$ cat config.mk
export PLATFORM = sky130hd
export DESIGN_NAME = instruction_fetch
export DESIGN_NICKNAME = d
export VERILOG_FILES = /design/src/rtl/instruction_fetch_pkg.sv /design/src/rtl/instruction_fetch_skid_buf.sv /design/src/rtl/instruction_fetch.sv
export SDC_FILE = /design/constraint.sdc
export NUM_CORES = 1
export LEC_CHECK = 0
export ABC_AREA = 1
export CAP_MARGIN = 25
export CORE_ASPECT_RATIO = 2
export CORE_MARGIN = 2
export CORE_UTILIZATION = 47
export CTS_BUF_LIST = sky130_fd_sc_hd__clkbuf_16
export DETAILED_ROUTE_END_ITERATION = 10
export GPL_TIMING_DRIVEN = 0
export PLACE_DENSITY_LB_ADDON = 0.08
export SYNTH_ARGS = -nofsm -noshare
export SYNTH_HDL_FRONTEND = slang
export SYNTH_SLANG_ARGS = --single-unit
$ cat constraint.sdc
create_clock -name clk_i -period 2.85 [get_ports clk_i]
set_input_delay 0.57 -clock clk_i [delete_from_list [all_inputs] [get_ports clk_i]]
set_output_delay 0.57 -clock clk_i [all_outputs]
set_load 0.1 [all_outputs]
$ cat src/rtl/instruction_fetch_pkg.sv
// -----------------------------------------------------------------------------
// instruction_fetch_pkg
//   Shared constants and types for the instruction fetch stage:
//     INSTR_W       instruction word width (16)
//     PC_W_DEFAULT  default word-address width (12, matches the J-type target)
//     OP_J          opcode [15:12] of the unconditional jump
//     fetch_state_e fetch FSM state encoding (FS_BOOT/FS_IDLE/FS_WAIT/FS_FLUSH)
//     is_jump_op()  opcode test used by the optional jump predecoder
//   Optional feature macro used by instruction_fetch: FETCH_JUMP_PREDECODE_EN
// -----------------------------------------------------------------------------
package instruction_fetch_pkg;

    localparam int         INSTR_W      = 16;
    localparam int         PC_W_DEFAULT = 12;
    localparam logic [3:0] OP_J         = 4'b1100;

    typedef enum logic [1:0] {
        FS_BOOT  = 2'd0,
        FS_IDLE  = 2'd1,
        FS_WAIT  = 2'd2,
        FS_FLUSH = 2'd3
    } fetch_state_e;

    function automatic logic is_jump_op(input logic [INSTR_W-1:0] instr);
        return instr[INSTR_W-1 -: 4] == OP_J;
    endfunction

endpackage

$ cat src/rtl/instruction_fetch_skid_buf.sv
// -----------------------------------------------------------------------------
// instruction_fetch_skid_buf
//   Output slot plus one-entry pending buffer between instruction memory and
//   the decode stage.
//   Ports:
//     clk_i, rst_i          clock, asynchronous active-high reset
//     flush_i               drop both slot and pending entry (redirect)
//     load_i                a memory response is presented this cycle
//     load_instr_i/pc_i     the response word and its fetch address
//     id_ready_i            decoder accepts the slot this cycle
//     to_slot_o             a response loaded now lands directly in the slot
//     pend_valid_o          pending entry is occupied
//     id_valid_o/instr_o/pc_o  slot contents presented to decode
//   Handshake: the slot is transferred on an edge where id_valid_o=1 and
//   id_ready_i=1; while id_valid_o=1 and id_ready_i=0 the slot is held stable.
// -----------------------------------------------------------------------------
module instruction_fetch_skid_buf
    import instruction_fetch_pkg::*;
#(
    parameter int PC_W = PC_W_DEFAULT
)(
    input  logic               clk_i,
    input  logic               rst_i,
    input  logic               flush_i,
    input  logic               load_i,
    input  logic [INSTR_W-1:0] load_instr_i,
    input  logic [PC_W-1:0]    load_pc_i,
    input  logic               id_ready_i,
    output logic               to_slot_o,
    output logic               pend_valid_o,
    output logic               id_valid_o,
    output logic [INSTR_W-1:0] id_instr_o,
    output logic [PC_W-1:0]    id_pc_o
);

    logic               slot_valid_q, slot_valid_d;
    logic [INSTR_W-1:0] slot_instr_q, slot_instr_d;
    logic [PC_W-1:0]    slot_pc_q,    slot_pc_d;
    logic               pend_valid_q, pend_valid_d;
    logic [INSTR_W-1:0] pend_instr_q, pend_instr_d;
    logic [PC_W-1:0]    pend_pc_q,    pend_pc_d;
    logic               slot_free;

    // Slot can take new data if it is empty or being consumed this cycle.
    assign slot_free = !slot_valid_q || id_ready_i;

    always_ff @(posedge clk_i or posedge rst_i) begin
        if (rst_i) begin
            slot_valid_q <= 1'b0;
            slot_instr_q <= '0;
            slot_pc_q    <= '0;
            pend_valid_q <= 1'b0;
            pend_instr_q <= '0;
            pend_pc_q    <= '0;
        end else begin
            slot_valid_q <= slot_valid_d;
            slot_instr_q <= slot_instr_d;
            slot_pc_q    <= slot_pc_d;
            pend_valid_q <= pend_valid_d;
            pend_instr_q <= pend_instr_d;
            pend_pc_q    <= pend_pc_d;
        end
    end

    always_comb begin
        slot_valid_d = slot_valid_q;
        slot_instr_d = slot_instr_q;
        slot_pc_d    = slot_pc_q;
        pend_valid_d = pend_valid_q;
        pend_instr_d = pend_instr_q;
        pend_pc_d    = pend_pc_q;
        if (flush_i) begin
            // Data registers keep their contents; only the valids matter.
            slot_valid_d = 1'b0;
            pend_valid_d = 1'b0;
        end else if (slot_free) begin
            if (pend_valid_q) begin
                // Older pending entry goes first; a same-cycle response refills pend.
                slot_valid_d = 1'b1;
                slot_instr_d = pend_instr_q;
                slot_pc_d    = pend_pc_q;
                pend_valid_d = load_i;
                if (load_i) begin
                    pend_instr_d = load_instr_i;
                    pend_pc_d    = load_pc_i;
                end
            end else if (load_i) begin
                slot_valid_d = 1'b1;
                slot_instr_d = load_instr_i;
                slot_pc_d    = load_pc_i;
            end else begin
                slot_valid_d = 1'b0;
            end
        end else if (load_i && !pend_valid_q) begin
            pend_valid_d = 1'b1;
            pend_instr_d = load_instr_i;
            pend_pc_d    = load_pc_i;
        end
    end

    assign to_slot_o    = slot_free && !pend_valid_q;
    assign pend_valid_o = pend_valid_q;
    assign id_valid_o   = slot_valid_q;
    assign id_instr_o   = slot_instr_q;
    assign id_pc_o      = slot_pc_q;

endmodule

$ cat src/rtl/instruction_fetch.sv
// -----------------------------------------------------------------------------
// instruction_fetch
//   Fetch stage: holds the PC, issues single-outstanding word reads to
//   instruction memory and hands {id_instr_o, id_pc_o} to decode.
//   Optional feature: FETCH_JUMP_PREDECODE_EN -- when defined, a response whose
//   opcode is OP_J moves the PC to its 12-bit target and the next request is
//   issued from there; the J instruction itself is still delivered.
//   Ports:
//     clk_i, rst_i            clock, asynchronous active-high reset
//     imem_req_o/addr_o       one-cycle read request; address valid with req
//     imem_rdata_i/valid_i    read response, >=1 cycle after the request
//     redirect_valid_i/pc_i   restart fetch at redirect_pc_i
//     id_valid_o/instr_o/pc_o instruction slot to decode
//     id_ready_i              decode accepts the slot
//     dbg_state_o             current FSM state
//     dbg_pend_valid_o        pending (skid) entry occupied
//   Handshake: decode takes the slot on an edge where id_valid_o=1 and
//   id_ready_i=1; a redirect on the same edge clears the slot regardless.
// -----------------------------------------------------------------------------
module instruction_fetch
    import instruction_fetch_pkg::*;
#(
    parameter int              PC_W     = PC_W_DEFAULT,
    parameter logic [PC_W-1:0] RESET_PC = '0
)(
    input  logic               clk_i,
    input  logic               rst_i,
    output logic               imem_req_o,
    output logic [PC_W-1:0]    imem_addr_o,
    input  logic [INSTR_W-1:0] imem_rdata_i,
    input  logic               imem_valid_i,
    input  logic               redirect_valid_i,
    input  logic [PC_W-1:0]    redirect_pc_i,
    output logic               id_valid_o,
    output logic [INSTR_W-1:0] id_instr_o,
    output logic [PC_W-1:0]    id_pc_o,
    input  logic               id_ready_i,
    output fetch_state_e       dbg_state_o,
    output logic               dbg_pend_valid_o
);

    fetch_state_e    state_q, state_d;
    logic [PC_W-1:0] pc_q, pc_d;
    logic [PC_W-1:0] req_pc_q;       // address of the outstanding request
    logic            issue;
    logic            rsp_accept;     // response kept (not stale, not redirected)
    logic            rsp_is_jump;
    logic [PC_W-1:0] jump_target;
    logic            back_to_back;
    logic            to_slot;
    logic            pend_valid;

    assign rsp_accept = (state_q == FS_WAIT) && imem_valid_i && !redirect_valid_i;

`ifdef FETCH_JUMP_PREDECODE_EN
    assign rsp_is_jump = rsp_accept && is_jump_op(imem_rdata_i);
    assign jump_target = PC_W'(imem_rdata_i[11:0]);
`else
    assign rsp_is_jump = 1'b0;
    assign jump_target = pc_q;
`endif

    // Next request in the same cycle as a response, only if the response did
    // not have to park in pend and did not change the fetch direction.
    assign back_to_back = rsp_accept && to_slot && !rsp_is_jump;

    // State register
    always_ff @(posedge clk_i or posedge rst_i) begin
        if (rst_i) begin
            state_q  <= FS_BOOT;
            pc_q     <= RESET_PC;
            req_pc_q <= '0;
        end else begin
            state_q  <= state_d;
            pc_q     <= pc_d;
            if (issue) begin
                req_pc_q <= pc_q;
            end
        end
    end

    // Next-state logic
    always_comb begin
        state_d = state_q;
        case (state_q)
            FS_BOOT:  state_d = FS_IDLE;
            FS_IDLE:  if (!redirect_valid_i && !pend_valid) state_d = FS_WAIT;
            FS_WAIT: begin
                if (redirect_valid_i) begin
                    state_d = imem_valid_i ? FS_IDLE : FS_FLUSH;
                end else if (imem_valid_i) begin
                    state_d = back_to_back ? FS_WAIT : FS_IDLE;
                end
            end
            // The stale response ends the flush even if another redirect
            // arrives with it; nothing else is outstanding to wait for.
            FS_FLUSH: if (imem_valid_i) state_d = FS_IDLE;
            default:  state_d = FS_BOOT;
        endcase

        pc_d = pc_q;
        if (redirect_valid_i) begin
            pc_d = redirect_pc_i;
        end else if (rsp_is_jump) begin
            pc_d = jump_target;
        end else if (issue) begin
            pc_d = pc_q + PC_W'(1);
        end
    end

    // Output logic
    always_comb begin
        issue = 1'b0;
        case (state_q)
            FS_IDLE: issue = !redirect_valid_i && !pend_valid;
            FS_WAIT: issue = back_to_back;
            default: issue = 1'b0;
        endcase
        imem_req_o  = issue;
        imem_addr_o = issue ? pc_q : '0;
    end

    instruction_fetch_skid_buf #(
        .PC_W (PC_W)
    ) u_skid (
        .clk_i        (clk_i),
        .rst_i        (rst_i),
        .flush_i      (redirect_valid_i),
        .load_i       (rsp_accept),
        .load_instr_i (imem_rdata_i),
        .load_pc_i    (req_pc_q),
        .id_ready_i   (id_ready_i),
        .to_slot_o    (to_slot),
        .pend_valid_o (pend_valid),
        .id_valid_o   (id_valid_o),
        .id_instr_o   (id_instr_o),
        .id_pc_o      (id_pc_o)
    );

    assign dbg_state_o      = state_q;
    assign dbg_pend_valid_o = pend_valid;

endmodule

==> impl_metrics.tcl, run 1 <==
set metrics [dict create \
    cp.depth 10 \
    maxCapViolCount 0 \
    syn-cell-area_sq_um 4040 \
    track_usage 0.221 \
    cts_max_path_buffers 2 \
    die_w_um 69.5 \
    swShare 0.511 \
    fin_nets 621 \
    post-route-drc-count 0 \
    multiInputGateArea_sq_um 1630 \
    power.internal_mw 3.03 \
    setup_violations 0 \
    hpwl_mm 7.48 \
    postSynthCellCount 496 \
    drt_iter0_drc 287 \
    drive_gt1_frac 0.121 \
    port_buffers 76 \
    worst_pin_slew_ns 0.985 \
    synth_nets 533 \
    postRouteAntennaNets 0 \
    hold_class "reg -> reg" \
    area.growth.synth_to_final_pct 33.5 \
    via_per_inst 5.09 \
    period_share 0.963 \
    fin_worst_skew_ns 0.00957 \
    powerDensity_nw_per_um2 1150 \
    critPathKind "in -> out" \
    wirelength_mm 9.95 \
    pwr-share-seq 0.288 \
    fmax_mhz 364 \
    crit_buf_inv 5 \
    p_leak_nw 2.59 \
    holdBufCountCts 0 \
    status "finished clean" \
    vias 3493 \
    p_clk_frac 0.180 \
    dieArea_sq_um 9390 \
    r2r_cells 7 \
    cts_sinks 84 \
    antenna_found_initial 0 \
    hold_viol_final 0 \
    cts_tree "built" \
    path_delay_family "buffers and inverters" \
    p_switching_mw 3.16 \
    cp.arrival_ns 2.17 \
    first_global_vias 3408 \
    crit_chain "clkdlybuf4s50_1 > inv_1 > nand2_1 > nand2_1 > o21ai_2 > nand2_2 > buf_6 > buf_6 > nor2_4 > buf_12" \
    clk_pin_slew_ns 0.06 \
    post-route-util 0.649 \
    ys_seq_area_frac 0.521 \
    tns_ns 0 \
    regArea_sq_um 2100 \
    worst_setup_path_end_kind "output port" \
    core_sq_um 8290 \
    grt-ovfl-total 0 \
    row_count 47 \
    grt_pass1_wl_mm 16.3 \
    worstPathRequired_ns 2.28 \
    io_pins 78 \
    hold_slack_ns 0.483 \
    numCtsBuffers 9 \
    place_congestion 0.897 \
    slew_headroom 0.341 \
    synth_area_per_cell_sq_um 8.14 \
    fillers 736 \
    clk_latency_ns 0.33 \
    yosys_register_bits 84 \
    pwr-share-comb 0.533 \
    min_delay_path_depth 2 \
    rsz0062_at_grt "no" \
    crit_slowest_cell "clkdlybuf4s50_1" \
    peakVddDrop_v 0.000500 \
    diodes 0 \
    crit_path_max_incr_delay_ns 0.45 \
    start_util 0.487 \
    dieHeight_um 135 \
    synth_cell_type_count 27 \
    fin_crit_ns 2.74 \
    htreeDepth 3 \
    synth_warnings 0 \
    critical_path.max_fanout 10 \
    first_pass_iters 5 \
    slew_violations 0 \
    routedWlPerCell_um 14.5 \
    cts_root_buffer "clkbuf_16" \
    crit_path_start_kind "input port" \
    grt_max_degree 69 \
]
-- per-stage QoR --
| step | worst slack [ns] | std cells | power [mW] | area (sq um) |
|---|---|---|---|---|
| finish | 0.105 | 686 | 6.19 | 5390 |
| global route | 0.000419 | 686 | 6.48 | 5390 |
| CTS | 0.00714 | 686 | 6.15 | 5260 |
| detailed placement | -0.838 | 671 | 5.04 | 5010 |
| global placement | -1.43 | 670 | 4.99 | 4980 |
| floorplan | -0.0745 | 496 | 4.25 | 4090 |
-- routing by layer --
metal,routed length [um],GRT usage,vias up
met2,5490,0.411,88
met1,3770,0.239,1630
met5,0,0,-
met3,333,0.0231,21
met4,354,0.127,0
li1,-,-,1754
-- kinds of logic (layout without fill, tap and decap cells) --
| kind of cell | Yosys count | after routing | share of synthesized area |
|---|---|---|---|
| AND/OR/NAND/NOR | 214 | 214 | 0.228 |
| buffers and inverters | 79 | 171 | 0.0893 |
| XOR/XNOR | 5 | 5 | 0.0109 |
| AO/OA/AOI/OAI | 110 | 110 | 0.139 |
| adder cells (fa/ha/maj) | 4 | 4 | 0.0124 |
| flip-flops | 84 | 84 | 0.521 |
-- path summary, 6_finish.rpt --
path | startpoint | endpoint | slack (ns)
setup / recovery | id_ready_i | imem_addr_o[1] | 0.11
hold / removal | u_skid.id_instr_o[3] | u_skid.id_instr_o[3] | 0.48
setup reg to reg | dbg_state_o[0] | u_skid.id_instr_o[14] | 1.15
hold reg to reg | u_skid.id_instr_o[3] | u_skid.id_instr_o[3] | 0.48
max in group asynchronous | rst_i | dbg_state_o[1] | 1.70
min in group asynchronous | rst_i | u_skid.id_pc_o[1] | 0.52
-- state kept, by name, summed over array words and instances, names as in the netlist --
register,flops
u_skid.id_instr_o,16
u_skid.pend_instr_q,16
jump_target,12
req_pc_q,12
u_skid.id_pc_o,12
u_skid.pend_pc_q,12
dbg_state_o,2
u_skid.id_valid_o,1
u_skid.pend_valid_o,1
-- synth_stat cells --
cell | count | area (sq um)
buf_6 | 4 | 45.0
nand3_4 | 1 | 17.5
nand3b_4 | 1 | 20.0
inv_1 | 49 | 184
o21ai_2 | 1 | 8.76
a21oi_1 | 2 | 10.0
buf_1 | 1 | 3.75
o21ai_1 | 59 | 295
nand2_2 | 2 | 12.5
inv_4 | 1 | 6.26
nand2_1 | 149 | 559
o21bai_1 | 1 | 7.51
clkbuf_1 | 8 | 30.0
dfrtp_1 | 84 | 2100
o21ai_0 | 46 | 230
buf_2 | 10 | 50.1
nand3_1 | 30 | 150
nor2_1 | 17 | 63.8
nand3_2 | 1 | 10.0
nor2_4 | 1 | 11.3
xor2_1 | 5 | 43.8
ha_1 | 4 | 50.1
nor2_2 | 10 | 62.6
inv_2 | 1 | 3.75
nand4_1 | 2 | 12.5
o211ai_1 | 1 | 7.51
buf_4 | 5 | 37.5
-- power by group through the flow --
stage               clock [mW]  combinational [mW]  sequential (mW)
floorplan                    0                1.09             3.16
CTS                       1.14                3.24             1.78
global route              1.19                3.47             1.82
detailed placement           0                3.24             1.80
finish                    1.11                3.30             1.78
global placement             0                3.21             1.79
-- repair_timing --
item,4_1_cts,5_1_grt
pin swaps,0,0
gates resized for setup,78,31
setup buffers,0,0
endpoints found under the setup margin,13,11
-- cell type report --
type                       instances  area share
sequential                        84       0.391
multi-input combinational        333       0.302
timing repair buffer              77       0.164
clock buffer                       9      0.0418
inverter                          51      0.0365
buffer                            28      0.0309
tap                               98      0.0228
clock inverter                     6      0.0107
-- cell usage in the layout (no fill, tap or decap), types with 2 or more instances in the layout --
master and count:
nand2_1 149, dfrtp_1 82, clkdlybuf4s50_1 63, o21ai_1 59, inv_1 49, o21ai_0 46
nand3_1 30, nor2_1 15, nor2_4 11, buf_2 10, buf_12 10, clkbuf_16 9
clkbuf_1 8, buf_4 7, buf_6 5, xor2_1 5, ha_1 4, clkinv_2 3
inv_4 2, nand2_2 2, nor2_2 2, nand4_1 2, a21oi_1 2, dfrtp_2 2
-- worst reg2reg max path, stage by stage (launching register included) --
cell and delay [ns]:
dfrtp_2 0.39, inv_1 0.06, ha_1 0.24, nand3_4 0.12, nand2_1 0.05, nand3_1 0.12
clkbuf_1 0.46, o21ai_1 0.12
(Power assumes the default switching activity.)
==> run 2, diff against run 1 <==
--- a/config.mk
+++ b/config.mk
@@ -11,6 +11,7 @@
 export CORE_MARGIN = 2
 export CORE_UTILIZATION = 47
 export CTS_BUF_LIST = sky130_fd_sc_hd__clkbuf_16
+export CTS_CLUSTER_SIZE = 16
 export DETAILED_ROUTE_END_ITERATION = 10
 export GPL_TIMING_DRIVEN = 0
 export PLACE_DENSITY_LB_ADDON = 0.08
==> results of run 2 <==
Same layout as run 1: the final DEF is identical, and so are final timing and power.
==> edit: new RTL, flow settings as in run 1 <==
Make the reset (`rst_i`) synchronous in 2 clocked blocks. Comments in the files are not updated.
--- a/src/rtl/instruction_fetch_skid_buf.sv
+++ b/src/rtl/instruction_fetch_skid_buf.sv
@@ -45,5 +45,5 @@
     assign slot_free = !slot_valid_q || id_ready_i;
 
-    always_ff @(posedge clk_i or posedge rst_i) begin
+    always_ff @(posedge clk_i) begin
         if (rst_i) begin
             slot_valid_q <= 1'b0;
--- a/src/rtl/instruction_fetch.sv
+++ b/src/rtl/instruction_fetch.sv
@@ -66,5 +66,5 @@
 
     // State register
-    always_ff @(posedge clk_i or posedge rst_i) begin
+    always_ff @(posedge clk_i) begin
         if (rst_i) begin
             state_q  <= FS_BOOT;
Behaviour: differs if rst_i is asserted again (counterexample within 4 cycles, from zero or initial values and one cycle with rst_i high); with rst_i held inactive, the same outputs for 4 cycles.
==> edit against run 1 <==
Design area down 6.9%; synthesized area down 6.7%; critical endpoint is now imem_addr_o[5]; clock skew down 3.7 ps; die area shrank 6.4%; largest cell class is now multi-input gates; sequential cell count did not move; routed wire length is 3.1% higher; first-iteration DRC count shrank 15%; worst setup slack got worse by 12 ps; sequential share of layout area is 5.4 points lower.
Power is not compared: it rests on default switching activity, and its combinational part moved more than twofold at a synthesized area within 25%.
==> edit: results (changes against run 1) <==
===============================================================================
Post-layout net count                                                       649   +4.5%
Mean post-synth cell area                                             7.185 µm²   -12%
Number of filler cells placed in the layout                                 752   +2.2%
Worst-margin pin slew                                                  972.9 ps   -11.83 ps
Net Count, Synth                                                            561   +5.3%
Largest net degree at the start of global routing                            16   -77%
Top cell type's share of synthesized area                                44.67%   -7.4 points
Async set-reset flop share out of synthesis                                  0%   -100 points
Number of flops mapped to enable cells by yosys                               0   unchanged
Detailed-route wire length per cell                                    14.39 µm   -0.82%
Total via count in the routed design                                       3708   +6.2%
Detailed Route WL                                                      10.26 mm   +3.1%
GR Util All Layers                                                       24.50%   +2.4 points
Slowest stage delay, CP                                                  550 ps   +100 ps
Result of the run                                                  finished clean
Most frequently used flop master after synthesis                   sky130_fd_sc_hd__dfxtp_1
Skew final                                                             5.816 ps   -3.749 ps
Starting DRT DRC Count                                                      244   -15%
Placed Cells incl. Taps                                                     697   +3.9%
Worst Path Arrival                                                      2190 ps   +20 ps
HPWL Detailed                                                          7.144 mm   -4.4%
Detailed-routing iteration count for the pre-antenna-repair pass              4   -1
Last weighted congestion value of the routability-driven placer          0.9142   +2.0%
Via count of the first global-routing pass                                 3434   +0.76%
Post-synthesis cell type count                                               29   +7.4%
Share of synthesized area occupied by flip-flops and latches             44.67%   -7.4 points
Layout cell share with drive strength beyond 1                           11.35%   -0.73 points
===============================================================================
edit: power by group:
group          internal, mW  switching [mW]  total (mW)
sequential             1.22          0.0494        1.27
clock                 0.593           0.494        1.09
combinational         0.219           0.503       0.722
total                  2.03            1.05        3.08
edit: path summary, 6_finish.rpt:
check	from	endpoint	slack (ps)	cells after the start
worst min-delay path	u_skid.pend_instr_q[1]	u_skid.pend_instr_q[1]	440	2
worst max register to register	dbg_state_o[0]	jump_target[8]	1120	8
worst min register to register	u_skid.pend_instr_q[1]	u_skid.pend_instr_q[1]	440	2
worst max-delay path	imem_valid_i	imem_addr_o[5]	90	9
edit: routing by layer:
layer / up-vias / wire length (µm) / track usage [%]
li1: 1896 / - / -
met1: 1720 / 4604 / 32.48
met2: 81 / 5044 / 39.25
met3: 11 / 436 / 4.623
met4: 0 / 175 / 9.004
met5: - / 0 / 0
edit: repair_timing:
item,4_1_cts,5_1_grt
endpoints found under the hold margin,0,0
endpoints found under the setup margin,13,12
gates resized for setup,83,18
buffers inserted,0,0
pin swaps,0,1
edit: cell type report:
type	count	share of cell area, %
Buffer	32	3.196
Clock buffer	9	4.494
Clock inverter	7	0.9988
Inverter	63	5.169
Multi-Input combinational cell	345	33.76
Sequential cell	84	33.66
Tap cell	96	2.397
Timing Repair Buffer	77	16.33
edit: kinds of logic (layout without fill, tap and decap cells):
group	Yosys count	in the layout	synth area share, %
xor+xnor	3	3	0.6980
flops	84	84	44.67
fa+ha+maj	4	4	1.329
buf+inv	95	188	10.54
simple gates	188	188	21.54
compound gates	150	150	21.24
edit: critical path, delay by kind of cell:
family / cells / cell delay, ps
buffers and inverters: 4 / 1000
and+or+nand+nor: 5 / 610
edit: through the flow:
stage / cell area [µm²] / hold slack, ps / setup WS (ps) / utilization [%]
final: 5011 / 444.0 / 93.60 / 64.02
after detailed placement: 4683 / 436.6 / -1002 / 59.83
after global routing: 5011 / 471.2 / -10.00 / 64.02
after global placement: 4683 / 432.6 / -975.7 / 59.83
after CTS: 4942 / 446.4 / 27.26 / 63.14
after floorplan: 3792 / 423.7 / 71.39 / -
